===== config.mk =====
export PLATFORM = sky130hd
export DESIGN_NAME = maq_h_flat
export DESIGN_NICKNAME = d
export VERILOG_FILES = /design/src/rtl/maq_h_if.sv /design/src/rtl/maq_h.sv /design/src/flat_wrapper.sv
export SDC_FILE = /design/constraint.sdc
export NUM_CORES = 1
export LEC_CHECK = 0
export ABC_AREA = 0
export CORE_MARGIN = 2
export CORE_UTILIZATION = 31
export CTS_CLUSTER_SIZE = 12
export DETAILED_ROUTE_END_ITERATION = 6
export HOLD_SLACK_MARGIN = 0.05
export PLACE_DENSITY_LB_ADDON = 0.25
export SLEW_MARGIN = 20
export SYNTH_ARGS = -nofsm -noshare
export SYNTH_HDL_FRONTEND = slang
export SYNTH_SLANG_ARGS = --single-unit

===== constraint.sdc =====
create_clock -name maqh_clock -period 6 [get_ports maqh_clock]
set_input_delay 1.5 -clock maqh_clock [delete_from_list [all_inputs] [get_ports maqh_clock]]
set_output_delay 1.5 -clock maqh_clock [all_outputs]
set_load 0.02 [all_outputs]

===== src/rtl/maq_h_if.sv =====
// rtl/maq_h_if.sv - control and display bundle of the hours stage
interface maq_h_if;
    logic       maqh_enable;
    logic       maqh_carry;
    logic       maqh_set;
    logic       maqh_set_inc;
    logic       maqh_mode12;
    logic [3:0] maqh_Lsd;
    logic [1:0] maqh_Msd;
    logic       maqh_pm;
    logic       maqh_incrementadia;

    modport master (
        output maqh_enable, maqh_carry, maqh_set, maqh_set_inc, maqh_mode12,
        input  maqh_Lsd, maqh_Msd, maqh_pm, maqh_incrementadia
    );

    modport slave (
        input  maqh_enable, maqh_carry, maqh_set, maqh_set_inc, maqh_mode12,
        output maqh_Lsd, maqh_Msd, maqh_pm, maqh_incrementadia
    );
endinterface


===== src/rtl/maq_h.sv =====
// rtl/maq_h.sv - hours counter 0-23 with set mode, 12/24 h BCD display and day pulse
module maq_h #(
    parameter int RESET_HOUR = 0
) (
    input  logic    maqh_clock,
    input  logic    maqh_reset,
    maq_h_if.slave  bus
);
    typedef enum logic {ST_RUN, ST_SET} state_t;

    state_t     state, state_next;
    logic [4:0] h, h_next;
    logic       carry_q, inc_q;
    logic       carry_rise, inc_rise, bump, day_next;
    logic [4:0] disp;
    logic [3:0] lsd_next;
    logic [1:0] msd_next;
    logic       pm_next;

    assign carry_rise = bus.maqh_carry & ~carry_q;
    assign inc_rise   = bus.maqh_set_inc & ~inc_q;

    always_ff @(posedge maqh_clock) begin
        if (maqh_reset) begin
            state <= ST_RUN;
        end else begin
            state <= state_next;
        end
    end

    // Increment rules follow the state held before the edge, not state_next.
    always_comb begin
        state_next = bus.maqh_set ? ST_SET : ST_RUN;
        h_next     = h;
        bump       = bus.maqh_enable & ((state == ST_RUN) ? carry_rise : inc_rise);
        if (bump) begin
            h_next = (h == 5'd23) ? 5'd0 : h + 5'd1;
        end
        day_next = bump & (state == ST_RUN) & (h == 5'd23);
    end

    always_comb begin
        disp    = h;
        pm_next = 1'b0;
        if (bus.maqh_mode12) begin
            pm_next = (h >= 5'd12);
            if (h == 5'd0) begin
                disp = 5'd12;
            end else if (h > 5'd12) begin
                disp = h - 5'd12;
            end
        end
        if (disp >= 5'd20) begin
            msd_next = 2'd2;
            lsd_next = 4'(disp - 5'd20);
        end else if (disp >= 5'd10) begin
            msd_next = 2'd1;
            lsd_next = 4'(disp - 5'd10);
        end else begin
            msd_next = 2'd0;
            lsd_next = 4'(disp);
        end
    end

    // Edge registers reset high so a level already present at release is not a rise.
    always_ff @(posedge maqh_clock) begin
        if (maqh_reset) begin
            h                      <= 5'(RESET_HOUR);
            carry_q                <= 1'b1;
            inc_q                  <= 1'b1;
            bus.maqh_Lsd           <= 4'd0;
            bus.maqh_Msd           <= 2'd0;
            bus.maqh_pm            <= 1'b0;
            bus.maqh_incrementadia <= 1'b0;
        end else begin
            h                      <= h_next;
            carry_q                <= bus.maqh_carry;
            inc_q                  <= bus.maqh_set_inc;
            bus.maqh_Lsd           <= lsd_next;
            bus.maqh_Msd           <= msd_next;
            bus.maqh_pm            <= pm_next;
            bus.maqh_incrementadia <= day_next;
        end
    end
endmodule


===== src/flat_wrapper.sv =====
// flat-port wrapper written by rule: the top's interface ports become plain ports
module maq_h_flat 
#(
    parameter int RESET_HOUR = 0
)
  (maqh_clock, maqh_reset, bus_maqh_enable, bus_maqh_carry, bus_maqh_set, bus_maqh_set_inc, bus_maqh_mode12, bus_maqh_Lsd, bus_maqh_Msd, bus_maqh_pm, bus_maqh_incrementadia);
  maq_h_if bus_i ();
  input  logic maqh_clock;
  input  logic maqh_reset;
  input wire logic [$bits(bus_i.maqh_enable)-1:0] bus_maqh_enable;
  input wire logic [$bits(bus_i.maqh_carry)-1:0] bus_maqh_carry;
  input wire logic [$bits(bus_i.maqh_set)-1:0] bus_maqh_set;
  input wire logic [$bits(bus_i.maqh_set_inc)-1:0] bus_maqh_set_inc;
  input wire logic [$bits(bus_i.maqh_mode12)-1:0] bus_maqh_mode12;
  output wire logic [$bits(bus_i.maqh_Lsd)-1:0] bus_maqh_Lsd;
  output wire logic [$bits(bus_i.maqh_Msd)-1:0] bus_maqh_Msd;
  output wire logic [$bits(bus_i.maqh_pm)-1:0] bus_maqh_pm;
  output wire logic [$bits(bus_i.maqh_incrementadia)-1:0] bus_maqh_incrementadia;
  assign bus_i.maqh_enable = bus_maqh_enable;
  assign bus_i.maqh_carry = bus_maqh_carry;
  assign bus_i.maqh_set = bus_maqh_set;
  assign bus_i.maqh_set_inc = bus_maqh_set_inc;
  assign bus_i.maqh_mode12 = bus_maqh_mode12;
  assign bus_maqh_Lsd = bus_i.maqh_Lsd;
  assign bus_maqh_Msd = bus_i.maqh_Msd;
  assign bus_maqh_pm = bus_i.maqh_pm;
  assign bus_maqh_incrementadia = bus_i.maqh_incrementadia;
  maq_h #(.RESET_HOUR(RESET_HOUR)) u_core (.maqh_clock(maqh_clock), .maqh_reset(maqh_reset), .bus(bus_i));
endmodule

==> summary.md <==
| Metric | Value |
|---|---|
| DRT iter0 DRCs | 11 |
| Die Span Y | 61.7 um |
| Max-slew violation count | 0 |
| Clock Sinks | 16 |
| CP required | 6.15 ns |
| FMAX | 0.265 GHz |
| Worst-margin pin slew | 0.670 ns |
| Total grt overflow | 0 |
| Final Setup Violations | 0 |
| IO Pins | 15 |
| Post-Synth Adder-Cell Area | under 10% |
| Clock power share | between 20 and 30% |
| Power Internal | 0.000146 W |
| Max-Cap Viols | 0 |
| Starting density of the core | 33.3% |
| Final period util | between 60% and 70% |
| Mapped Area | 1030 sq um |
| Final min period | 3.78 ns |
| Startpoint types | input port |
| Crit Path Category | in -> reg |
| Pwr per Cell Area | roughly 160 nW/um^2 |
| Area grow syn2layout | 17.2% |
| FP Rows | 20 |
| Largest net degree at the start of global routing | 20 |
| Clk Latency, worst-skew pair | roughly 0.28 ns |
| CTS Buf Count | 3 |
| Vias in the first global route | 828 |
| Sequential share of the synthesized area | 31.0% |
| Drt pass-1 iters | 4 |
| Routed len/inst | 13.3 um |
| Post-Synth Simple-Gate Area | 24.2% |
| Syn nets | 124 |
| CORE AREA | 3100 sq um |
| Logic pwr share | between 10 and 15% |
| Placed Cells incl. Taps | 163 |
| Max VDD drop | 0.135 mV |
| Worst setup EP type | flip-flop |
| Mux share of post-synthesis cell area | 1.94% |
| CTS resizes | 0 |
| Clk slew on worst S/H paths | 0.09 ns |
| Dpl hpwl | 1650 um |
| Post-Synthesis Cells | 111 |
| Antenna Cells | 0 |
| M1 wire length | 1010 um |
| Mapped Avg Cell Area | 9.30 sq um |
| CP Max Fanout | 13 |
| Top routing layer in use | met3 |
| Reg power frac | between 50 and 60% |
| First-pass GRT wire length | 3670 um |
| Relative slew slack | between 50% and 60% |
| Maximum clock insertion buffer count | 2 |
| Finished Layout Cells | 166 |
| I/O Buffers | 14 |
| Postcts setup bufs | 0 |
| Final hold vios | 0 |
| H-tree Lvls | 1 |
| Nets | 137 |
| Crit path DAT | between 3 and 4 ns |
| GRT Util Overall | about an eighth |
| Post-synthesis sequential element count | 16 |
| RSZ-0062 raised after global routing | no |
| Lkg Pwr | 0.437 nW |
| Root Buffer Master | clkbuf_4 |
| DRT Wirelength | 2200 um |
| CTS hold repair buffers | 0 |
| Netlist cell types | 48 |
| Met3 wire len | 104 um |
| Setup TNS | 0 ns |
| YS warnings | 0 |
| Clk_skew | 0.000703 ns |
| Fraction of synthesized cell area in xor and xnor cells | 0% |
| Die width | 61.7 um |
| Placer Congestion | approximately 0.8 |
| Switch share | 24.6% |
| Die Area | 3810 sq um |
| Detail Route Antenna Nets | 0 |
| Status | finished clean |
| FILL cells | about 350 |
| Vias/cell | 5.34 |
| Main combinational cell family by area after synthesis | compound AO/OA/AOI/OAI gates |
| Residual DRC | 0 |
| CTS tree | built |
| Hold crit path type | reg -> reg |
| Synth Area in Compound Gates | 29.5% |
| Net Switching | 0.0000476 W |
| EDFF count, synth | 0 |
| Vias | roughly 900 |
| Main flop type after synthesis | dfxtp_1 |
| WL met2 | between 1000 and 1500 um |
| Ratio of cells with drive above 1 in the final layout | 11.5% |
| Initial antenna violation count | 0 |
| FFs w/ async S/R, synth | 0% |
==> cell families after synthesis <==
kind of cell,after synthesis
and+or+nand+nor,39
DFF,16
AOI/OAI and AO/OA,36
adders and majority gates,6
buffers and inverters,12
muxes,2
==> cells in the mapped netlist (3+ instances only) <==
| library cell | count | share of area [%] |
|---|---|---|
| a211oi_1 | 3 | 2.2 |
| nor2_1 | 3 | 1.1 |
| nand4b_1 | 3 | 2.5 |
| dfxtp_1 | 16 | 31 |
| nor2b_1 | 3 | 1.8 |
| o21ai_0 | 3 | 1.5 |
| inv_1 | 5 | 1.8 |
| ha_1 | 6 | 7.3 |
| nor3_1 | 3 | 1.5 |
| a21oi_1 | 8 | 3.9 |
| o211ai_1 | 5 | 3.6 |
| nand2_1 | 5 | 1.8 |
| a31oi_1 | 3 | 1.8 |
==> registers in the layout, indices dropped and copies added (netlist names) <==
register,count
u_core.h,5
u_core.bus.maqh_Lsd,4
u_core.bus.maqh_Msd,2
u_core.bus.maqh_incrementadia,1
u_core.bus.maqh_pm,1
u_core.carry_q,1
u_core.inc_q,1
u_core.state,1
==> power by group through the flow <==
| stage | logic (W) | clock network (W) | registers (W) |
|---|---|---|---|
| CTS | 0.0000289 | 0.0000569 | 0.000110 |
| finish | 0.0000288 | 0.0000549 | 0.000110 |
| global placement | 0.0000282 | 0 | 0.000112 |
| floorplan | 0.0000164 | 0 | 0.000114 |
| global route | 0.0000312 | 0.0000648 | 0.000110 |
| detailed placement | 0.0000289 | 0 | 0.000112 |
==> layout by cell type, fill, tap and decap left out, drive strengths merged, types with 2 or more instances in the layout <==
cell type / instances
o211ai: 5
nand2: 6
nor2: 3
nand3b: 2
a21oi: 8
nor2b: 3
o21ai: 3
clkbuf: 3
a211oi: 4
mux2i: 2
nor3: 3
nand2b: 2
a211o: 2
and2: 2
nand4b: 3
clkdlybuf4s50: 14
nor3b: 2
inv: 6
ha: 6
dfxtp: 16
a31oi: 3
nand3: 2
or2: 3
and3b: 2
==> per-stage QoR <==
step | area [sq um] | power (W) | setup WS, ns | hold WS (ns) | utilization, %
final | 1210 | 0.000194 | 2.22 | 0.474 | 39.0
after global routing | 1210 | 0.000206 | 2.13 | 0.506 | 39.0
after CTS | 1210 | 0.000196 | 2.26 | 0.462 | 39.0
after detailed placement | 1190 | 0.000141 | 1.96 | 0.449 | 38.3
after global placement | 1190 | 0.000141 | 2.09 | 0.451 | 38.3
after floorplan | 1030 | 0.000131 | 2.82 | 0.414 | -
==> final timing paths <==
| path | from | endpoint | slack (ns) | cells after the start |
|---|---|---|---|---|
| setup / recovery | bus_maqh_mode12 | u_core.bus.maqh_Lsd[1]$_SDFF_PP0_ | 2.22 | 10 |
| hold reg to reg | u_core.state$_SDFF_PP0_ | u_core.bus.maqh_incrementadia$_SDFF_PP0_ | 0.47 | 1 |
| hold / removal | u_core.state$_SDFF_PP0_ | u_core.bus.maqh_incrementadia$_SDFF_PP0_ | 0.47 | 1 |
| setup reg to reg | u_core.h[2]$_SDFFE_PP0P_ | u_core.bus.maqh_Lsd[1]$_SDFF_PP0_ | 3.23 | 10 |
==> critical path: stages <==
cell and delay (ns):
clkdlybuf4s50_1 0.76, inv_2 0.10, o311ai_4 0.33, o211a_1 0.24, inv_1 0.07, ha_1 0.20, a21oi_1 0.24, and3_1 0.25
o21bai_1 0.08, nor3b_2 0.15
==> area by class of cell <==
class / instances / area (sq um) / share of cell area (%)
timing repair buffer: 14 / 140 / 11.6
multi-input combinational: 83 / 649 / 53.7
sequential: 16 / 320 / 26.5
tap: 44 / 55.1 / 4.55
clock buffer: 3 / 22.5 / 1.86
inverter: 6 / 22.5 / 1.86
==> metal layers <==
metal  global-route usage [%]  vias to the layer above
met2                     22.6                       18
met3                     4.35                        0
li1                         -                      439
met1                     15.8                      429
met4                     1.82                        0
met5                        0                        -
Power figures use the tool's default switching activity.
